## src/rtl/decoder_pkg.sv

```systemverilog
// Shared definitions for the decoder_scan block: mode encodings and the one-cold helper.
package decoder_pkg;

    localparam logic MODE_MANUAL = 1'b0;
    localparam logic MODE_SCAN   = 1'b1;

    // Bits at or above 'width' are returned high so a caller may truncate freely.
    function automatic logic [31:0] onecold(input int unsigned idx, input int unsigned width);
        logic [31:0] valid;
        valid = (width >= 32) ? '1 : ((32'd1 << width) - 32'd1);
        return ~(32'd1 << idx) | ~valid;
    endfunction

endpackage

```

## src/rtl/scan_prescaler.sv

```systemverilog
// Slot prescaler for decoder_scan: counts 0..PRESCALE-1 while run is high, strobing on the last count.
module scan_prescaler #(
    parameter int PRESCALE = 50000
) (
    input  logic clk,
    input  logic rst,
    input  logic run,
    input  logic clr,
    output logic strobe
);

    localparam int PS_W = (PRESCALE > 1) ? $clog2(PRESCALE) : 1;
    localparam logic [PS_W-1:0] LAST = PS_W'(PRESCALE - 1);

    logic [PS_W-1:0] cnt;

    // With PRESCALE=1 the counter sits at 0 == LAST, so strobe follows run every cycle.
    assign strobe = run && (cnt == LAST);

    // NOTE: sequential state is assigned only with <= so every flop samples pre-edge values.
    always_ff @(posedge clk) begin
        if (rst || clr) begin
            cnt <= '0;
        end else if (run) begin
            cnt <= (cnt == LAST) ? '0 : cnt + PS_W'(1);
        end
    end

endmodule

```

## src/rtl/decoder_scan.sv

```systemverilog
// Registered N-to-2^N one-cold decoder with manual and self-scanning modes.
// Optional macro DECODER_SCAN_BLANK_EN inserts one all-high cycle on every scan advance.
module decoder_scan
    import decoder_pkg::*;
#(
    parameter int SEL_W    = 2,
    parameter int PRESCALE = 50000
) (
    input  logic                  clk,
    input  logic                  rst,
    input  logic                  en,
    input  logic                  mode,
    input  logic [SEL_W-1:0]      addr,
    input  logic                  hold,
    output logic [2**SEL_W-1:0]   y,
    output logic [SEL_W-1:0]      idx,
    output logic                  tick,
    output logic                  wrap
);

    localparam int NOUT = 2**SEL_W;

    logic             run;
    logic             clr;
    logic             strobe;
    logic [SEL_W-1:0] idx_inc;
    logic [NOUT-1:0]  oc_addr;
    logic [NOUT-1:0]  oc_idx;
    logic [NOUT-1:0]  oc_inc;

    assign run = en && (mode == MODE_SCAN) && !hold;
    assign clr = en && (mode == MODE_MANUAL);

    scan_prescaler #(.PRESCALE(PRESCALE)) u_prescaler (
        .clk    (clk),
        .rst    (rst),
        .run    (run),
        .clr    (clr),
        .strobe (strobe)
    );

    // NOTE: every always_comb output is fully assigned on every pass, so no latch can be inferred.
    always_comb begin
        idx_inc = idx + SEL_W'(1);
        oc_addr = NOUT'(onecold(32'(addr), NOUT));
        oc_idx  = NOUT'(onecold(32'(idx), NOUT));
        oc_inc  = NOUT'(onecold(32'(idx_inc), NOUT));
    end

    always_ff @(posedge clk) begin
        if (rst) begin
            idx  <= '0;
            y    <= '1;
            tick <= 1'b0;
            wrap <= 1'b0;
        end else if (!en) begin
            y    <= '1;
            tick <= 1'b0;
            wrap <= 1'b0;
        end else if (mode == MODE_MANUAL) begin
            idx  <= addr;
            y    <= oc_addr;
            tick <= 1'b0;
            wrap <= 1'b0;
        end else if (hold) begin
            tick <= 1'b0;
            wrap <= 1'b0;
        end else if (strobe) begin
            idx  <= idx_inc;
            tick <= 1'b1;
            wrap <= (idx == '1);
`ifdef DECODER_SCAN_BLANK_EN
            // Dead cycle before the new select; the next edge restores oc_idx.
            y    <= '1;
`else
            y    <= oc_inc;
`endif
        end else begin
            y    <= oc_idx;
            tick <= 1'b0;
            wrap <= 1'b0;
        end
    end

endmodule

```

## config.mk

```make
export PLATFORM = sky130hd
export DESIGN_NAME = decoder_scan
export DESIGN_NICKNAME = d
export VERILOG_FILES = /design/src/rtl/decoder_pkg.sv /design/src/rtl/scan_prescaler.sv /design/src/rtl/decoder_scan.sv
export SDC_FILE = /design/constraint.sdc
export NUM_CORES = 1
export LEC_CHECK = 0
export ABC_AREA = 1
export CORE_ASPECT_RATIO = 1.2
export CORE_MARGIN = 2
export CORE_UTILIZATION = 25
export DETAILED_ROUTE_END_ITERATION = 10
export PLACE_DENSITY_LB_ADDON = 0.2
export SLEW_MARGIN = 20
export SYNTH_ARGS = -nofsm -noshare
export SYNTH_HDL_FRONTEND = slang
export SYNTH_SLANG_ARGS = --single-unit
```

## constraint.sdc

```tcl
create_clock -name clk -period 4 [get_ports clk]
set_input_delay 0.4 -clock clk [delete_from_list [all_inputs] [get_ports clk]]
set_output_delay 0.4 -clock clk [all_outputs]
set_load 0.03 [all_outputs]
```

==> qor.yml, run 1 <==
yosys:
  yosysMostFrequentCell: "nand2_1"
  synthSimpleGateAreaFrac_pct: 43.6
  syn_inst: 209
  yosysSeqAreaShare_pct: 33.6
  yosysTopAreaCell: "dfxtp_1"
  synth_top_family_by_area: "simple AND/OR/NAND/NOR gates"
  yosys.area_share.adder_pct: 5.25
  synth_compound_area_share_pct: 4.20
  yosysWarnings: 0
  ys_ff_latch: 24
  ys_types: 24
  synth_area_leaders: "dfxtp_1 34%, nand2_1 13%, nor2_1 10%"
  async_flop_share_pct: 0
  synth.avg_cell_area_um2: 6.84
  synth_area_um2: 1430
  synth_top_area_share_pct: 33.6
  synthXorXnorAreaFrac_pct: 3.06
  synth-edff-count: 0
  synth_common_cells: "50 x nand2_1, 38 x nor2_1, 29 x inv_1, 24 x dfxtp_1, 16 x nand3_1"
  synth_flop_cell: "dfxtp_1"
  syn-num-nets: 222
  muxShareOfSynthArea_pct: 0
floorplan:
  start_util_pct: 25.6
  die_area_um2: 6340
  die_h_um: 86.9
  fp.dieW_um: 73.0
  io_pins: 15
  coreArea_um2: 5590
  row_count: 30
timing:
  slew_viol_final: 0
  finalHoldViolations: 0
  rsz0062_at_grt: "false"
  finalClockSkew_ps: 3.86
  slew-limit-headroom_pct: 74.6
  layout_min_cycle_time_ps: 2010
  fin_crit_sh_pct: 50.4
  setup_viol: 0
  max_freq_ghz: 0.497
  tightestPinTransition_ps: 378
  setup-tns-final_ps: 0
finish:
  antenna_cells: 0
  nets: 239
  fillers: 624
  multi_input_area_um2: 802
  syn2layout_area_growth_pct: 16.7
  register_area_um2: 480
  design_area_um2: 1670
  drive_above_1_share_pct: 9.38
global_route:
  met2_usage_pct: 20.0
  use_met1_pct: 13.2
  grt.total_usage_pct: 11.1
  grt_pass1_vias: 1257
  grt_first_pass_wirelength_um: 5530
  busiest_layer: "met2"
  grt_max_degree: 13
  met3_usage_pct: 2.78
  grt-ovfl-total: 0
  antenna_found_initial: 0
route:
  via_count: 1238
  drc: 0
  avgRoutedWirePerCell_um: 10.6
  dr.pass1.iters: 4
  drt_iter0_drc: 96
  drt_wl_total_um: 3060
  via_per_inst: 4.30
  postRouteAntennaNets: 0
status:
  status: "complete, no violations"
worst_setup_path:
  cp_data_arrival_time_ps: 2180
  crit_required_ps: 4160
  start_kind: "input port"
  endpoint_kind: "register"
  critPathKind: "input port to register"
  crit_fanout: 11
pwr:
  power_density_nw_per_um2: 269
  ir_drop_uv: 206
  leakagePower_nw: 0.727
place:
  gp_congestion: 0.781
  placedInstanceArea_um2: 1630
  io_buffers: 14
  hpwl_um: 2400
clock_network:
  cts_setup_buffers: 0
  clkTransAtPathRegs_ps: 90
  cts_tree: "done"
  cts_resized: 0
  h-tree-depth: 1
  hold_buffers: 0
  cts_buffers: 3
  cts_buffer_depth: 2
  root_buffer: "clkbuf_8"
  clk_latency_ps: 270
  cts_sinks: 24
run:
  max_cap_violations: 0
worst_hold_path:
  hold_path.class: "register to register"
worst max-delay path: stages:
cell and delay [ps]:
clkdlybuf4s50_1 680, nand3_4 210, inv_6 150, nand3_2 220, nand3_2 260, inv_2 100
o21ai_0 90, nor2_1 50
final cells by class:
cell class              count  area share (%)
well taps                  64            4.80
clock buffers               3            2.47
repair buffers             14            8.40
multi-input cells         151            48.1
inverters                  32            7.50
flip-flops and latches     24            28.8
registers in the layout (all words and copies together) (netlist names):
signal / count
u_prescaler.cnt: 16
y: 4
idx: 2
tick: 1
wrap: 1
cells in the final DEF (no fill, tap or decap), types with 2 or more instances in the layout:
cell type / n
nand2_1: 50
clkbuf_8: 3
nand3_1: 16
nor2_1: 38
xor2_1: 5
nor3_1: 5
nand4_1: 5
a21oi_1: 4
nand3_2: 3
inv_2: 2
dfxtp_1: 24
inv_1: 29
ha_1: 6
o21ai_0: 5
clkdlybuf4s50_1: 14
nor2_4: 3
nand2_2: 4
report_power, final:
group	internal (mW)	switching, mW	leakage [nW]
sequential	0.243	0.00362	0.194
clock	0.0674	0.0776	0.0216
combinational	0.0224	0.0355	0.511
total	0.332	0.117	0.727
final timing paths:
path                                          from             endpoint  slack (ps)  cells past startpoint
worst max-delay path                          mode  u_prescaler.cnt[10]        1990                      8
worst min-delay path                          y[1]                 y[1]         490                      2
worst max register to register  u_prescaler.cnt[0]  u_prescaler.cnt[10]        2200                     10
worst min register to register                y[1]                 y[1]         490                      2
logic make-up (layout without fill, tap and decap cells):
group | count (synthesis) | count (layout)
simple gates | 129 | 129
buf+inv | 34 | 49
flops | 24 | 24
compound gates | 11 | 11
fa+ha+maj | 6 | 6
xor+xnor | 5 | 5
per-stage QoR:
step                setup WS, ps  power [mW]  utilization [%]  hold WS, ps  cells
floorplan                   2590       0.289                -          460    209
global placement            1730       0.311             29.1          462    285
detailed placement          1680       0.310             29.1          466    285
CTS                         1960       0.460             29.8          489    288
global route                1830       0.476             29.8          516    288
finish                      1990       0.449             29.8          486    288
routing by layer:
| layer | up-vias | wire, um |
|---|---|---|
| met4 | 0 | 22 |
| met3 | 2 | 109 |
| li1 | 680 | - |
| met2 | 18 | 1470 |
| met1 | 538 | 1460 |
| met5 | - | 0 |
No activity file was read; power rests on OpenSTA's default activity.
==> run 2, diff against run 1 <==
Clock period 4 ns to 1.6 ns, I/O delays scaled along.
==> run 2 against run 1 <==
Compared with the run above: non-clock buffer count is 19 higher; sequential share of layout area fell by 2.6 points; final cell count up 6.6%; utilization is 3.0 points higher; wire length rose by 0.85%; clock-buffer cell count did not move; register-to-register slack got worse by 2000 ps; combinational power grew to 2.8 times the previous value; clock power is 150% higher; worst hold slack lost 8.4 ps; flip-flop and latch count did not move.
==> qor.yml, run 2 (same netlist as run 1, synthesis figures left out) <==
finish:
  regMostFlops: "u_prescaler.cnt"  # unchanged
  layoutNonFillerInstCount: 307  # was 288
  syn2layout_area_growth_pct: 28.4  # was 16.7%
  final_cell_mix: "50 x nand2_1, 37 x nor2_1, 29 x inv_1"  # was 50 x nand2_1, 38 x nor2_1, 29 x inv_1
  layout.cells.most_common: "nand2_1"  # unchanged
  drive_above_1_share_pct: 17.3  # was 9.38%
  fillers: 609  # was 624
  top_regs: "u_prescaler.cnt x16, y x4, idx x2"  # unchanged
  antenna_cells: 0  # unchanged
  nets: 258  # was 239
  largest_reg_flops: 16  # unchanged
floorplan:
  fp.dieW_um: 73.0  # unchanged
  die_h_um: 86.9  # unchanged
  start_util_pct: 25.6  # unchanged
  coreArea_um2: 5590  # unchanged
  die_area_um2: 6340  # unchanged
  io_pins: 15  # unchanged
  row_count: 30  # unchanged
route:
  dr.pass1.iters: 4  # unchanged
  via_per_inst: 4.37  # was 4.30
  postRouteAntennaNets: 0  # unchanged
  drt_wl_total_um: 3090  # was 3060 um
  drc: 0  # unchanged
  via_count: 1342  # was 1238
  avgRoutedWirePerCell_um: 10.1  # was 10.6 um
  drt_iter0_drc: 23  # was 96
run:
  max_cap_violations: 0  # unchanged
pwr:
  leakagePower_nw: 0.841  # was 0.727 nW
  power_density_nw_per_um2: 620  # was 269 nW/um^2
  p_total_mw: 1.14  # was 0.449 mW
  ir_drop_uv: 297  # was 206 uV
worst_setup_path:
  worst-path-buf-inv: 1  # was 3
  cp_data_arrival_time_ps: 1260  # was 2180 ps
  crit-reg2reg-launch: "u_prescaler.cnt[0]"  # unchanged
  crit_required_ps: 1440  # was 4160 ps
  cp-startpoint: "y[1]"  # was mode
  crit_fanout: 2  # was 11
  cpPeakStageDelay_ps: 670  # was 680 ps
  worst-r2r-setup-slack_ps: 190  # was 2200 ps
  critPathKind: "register to output pin"  # was input port to register
  crit_chain: "clkdlybuf4s50_1"  # was clkdlybuf4s50_1 -> nand3_4 -> inv_6 -> nand3_2 -> nand3_2 -> inv_2 -> o21ai_0 -> nor2_1
  crit_slowest_cell: "clkdlybuf4s50_1"  # unchanged
  endpoint_kind: "output pin"  # was register
  cp_top_family: "buffers and inverters"  # unchanged
  start_kind: "register"  # was input port
global_route:
  antenna_found_initial: 0  # unchanged
  grt.total_usage_pct: 10.9  # was 11.1%
  grt_max_degree: 13  # unchanged
  grt_first_pass_wirelength_um: 5490  # was 5530 um
  grt_pass1_vias: 1348  # was 1257
  grt-ovfl-total: 0  # unchanged
place:
  gp_congestion: 0.780  # was 0.781
  place_inst: 304  # was 285
  io_buffers: 14  # unchanged
  hpwl_um: 2580  # was 2400 um
timing:
  layout_min_cycle_time_ps: 1420
  tightestPinTransition_ps: 322  # was 378 ps
  rsz0062_at_grt: "false"  # unchanged
  max_freq_ghz: 0.702
  finalClockSkew_ps: 9.38  # was 3.86 ps
  finalHoldViolations: 0  # unchanged
  slew-limit-headroom_pct: 78.5  # was 74.6%
  fin_crit_sh_pct: 89.0
  setup_viol: 0  # unchanged
  slew_viol_final: 0  # unchanged
worst_hold_path:
  hold_path.class: "register to register"  # unchanged
  min-delay-start: "y[3]"  # was y[1]
clock_network:
  clkTransAtPathRegs_ps: 80  # was 90 ps
  root_buffer: "clkbuf_8"  # unchanged
  cts_buffer_depth: 2  # unchanged
  cts_tree: "done"  # unchanged
  cts_sinks: 24  # unchanged
  h-tree-depth: 1  # unchanged
  clk_latency_ps: 270  # about the same
  cts_buffers: 3  # unchanged
status:
  status: "complete, no violations"  # unchanged
[run 2: changes by cell type in the layout (fill, tap and decap cells not counted)]
cell             before  now
buf_4                 0   19
clkdlybuf4s50_1      14   12
nand3_2               3    1
nand3_4               1    3
dfxtp_1              24   23
dfxtp_2               0    1
dlygate4sd2_1         0    1
dlymetal6s2s_1        0    1
nor2_1               38   37
nor2_4                3    4
[run 2: area by class of cell]
| cell class | count | area [um^2] | area share [%] |
|---|---|---|---|
| clock buffers | 3 | 41.3 | 2.25 |
| inverters | 32 | 125 | 6.81 |
| repair buffers | 33 | 284 | 15.5 |
| flip-flops and latches | 24 | 482 | 26.2 |
| well taps | 64 | 80.1 | 4.36 |
| multi-input cells | 151 | 825 | 44.9 |
[run 2: metrics by stage]
step / TNS (ps) / instance area, um^2 / setup WS [ps] / utilization, % / hold WS, ps
global placement: -216 / 1770 / -76.9 / 31.7 / 461
global route: 0 / 1840 / 39.3 / 32.8 / 517
CTS: 0 / 1810 / 26.3 / 32.4 / 485
finish: 0 / 1840 / 175 / 32.8 / 477
floorplan: 0 / 1430 / 190 / - / 232
detailed placement: -251 / 1770 / -79.2 / 31.7 / 462
[run 2: final timing paths]
path | to | cells past startpoint
max | y[1] | 1
max reg2reg | u_prescaler.cnt[7] | 7
min reg2reg | y[3] | 2
min | y[3] | 2
[run 2: worst reg2reg max path, cell delays in order, from the launching register on]
cell and delay, ps:
dfxtp_1 340, buf_4 110, nand3_1 140, nor3_2 340
nand2_1 110, nor2_1 130, nor2_1 70, o21a_1 90
[run 2: power by group]
part | total (mW) | switching (mW) | leakage [nW] | internal, mW
combinational | 0.163 | 0.0929 | 0.625 | 0.0697
clock | 0.361 | 0.192 | 0.0216 | 0.169
sequential | 0.616 | 0.00886 | 0.195 | 0.607
[run 2: timing repair]
item                                    CTS  global route
pin swaps                                 0             0
setup buffers                             0             0
endpoints found under the setup margin    1             5
gates cloned                              0             0
endpoints found under the hold margin     0             0
hold buffers                              0             0
gates resized for setup                   1             6
[run 2: layer usage]
layer  vias up  share of wire [%]  GRT usage (%)
li1        728                  -              -
met1       588                 45           12.4
met2        21                 50           20.1
met3         5                3.4           1.74
met4         0                1.4           4.04
met5         -                  0              0
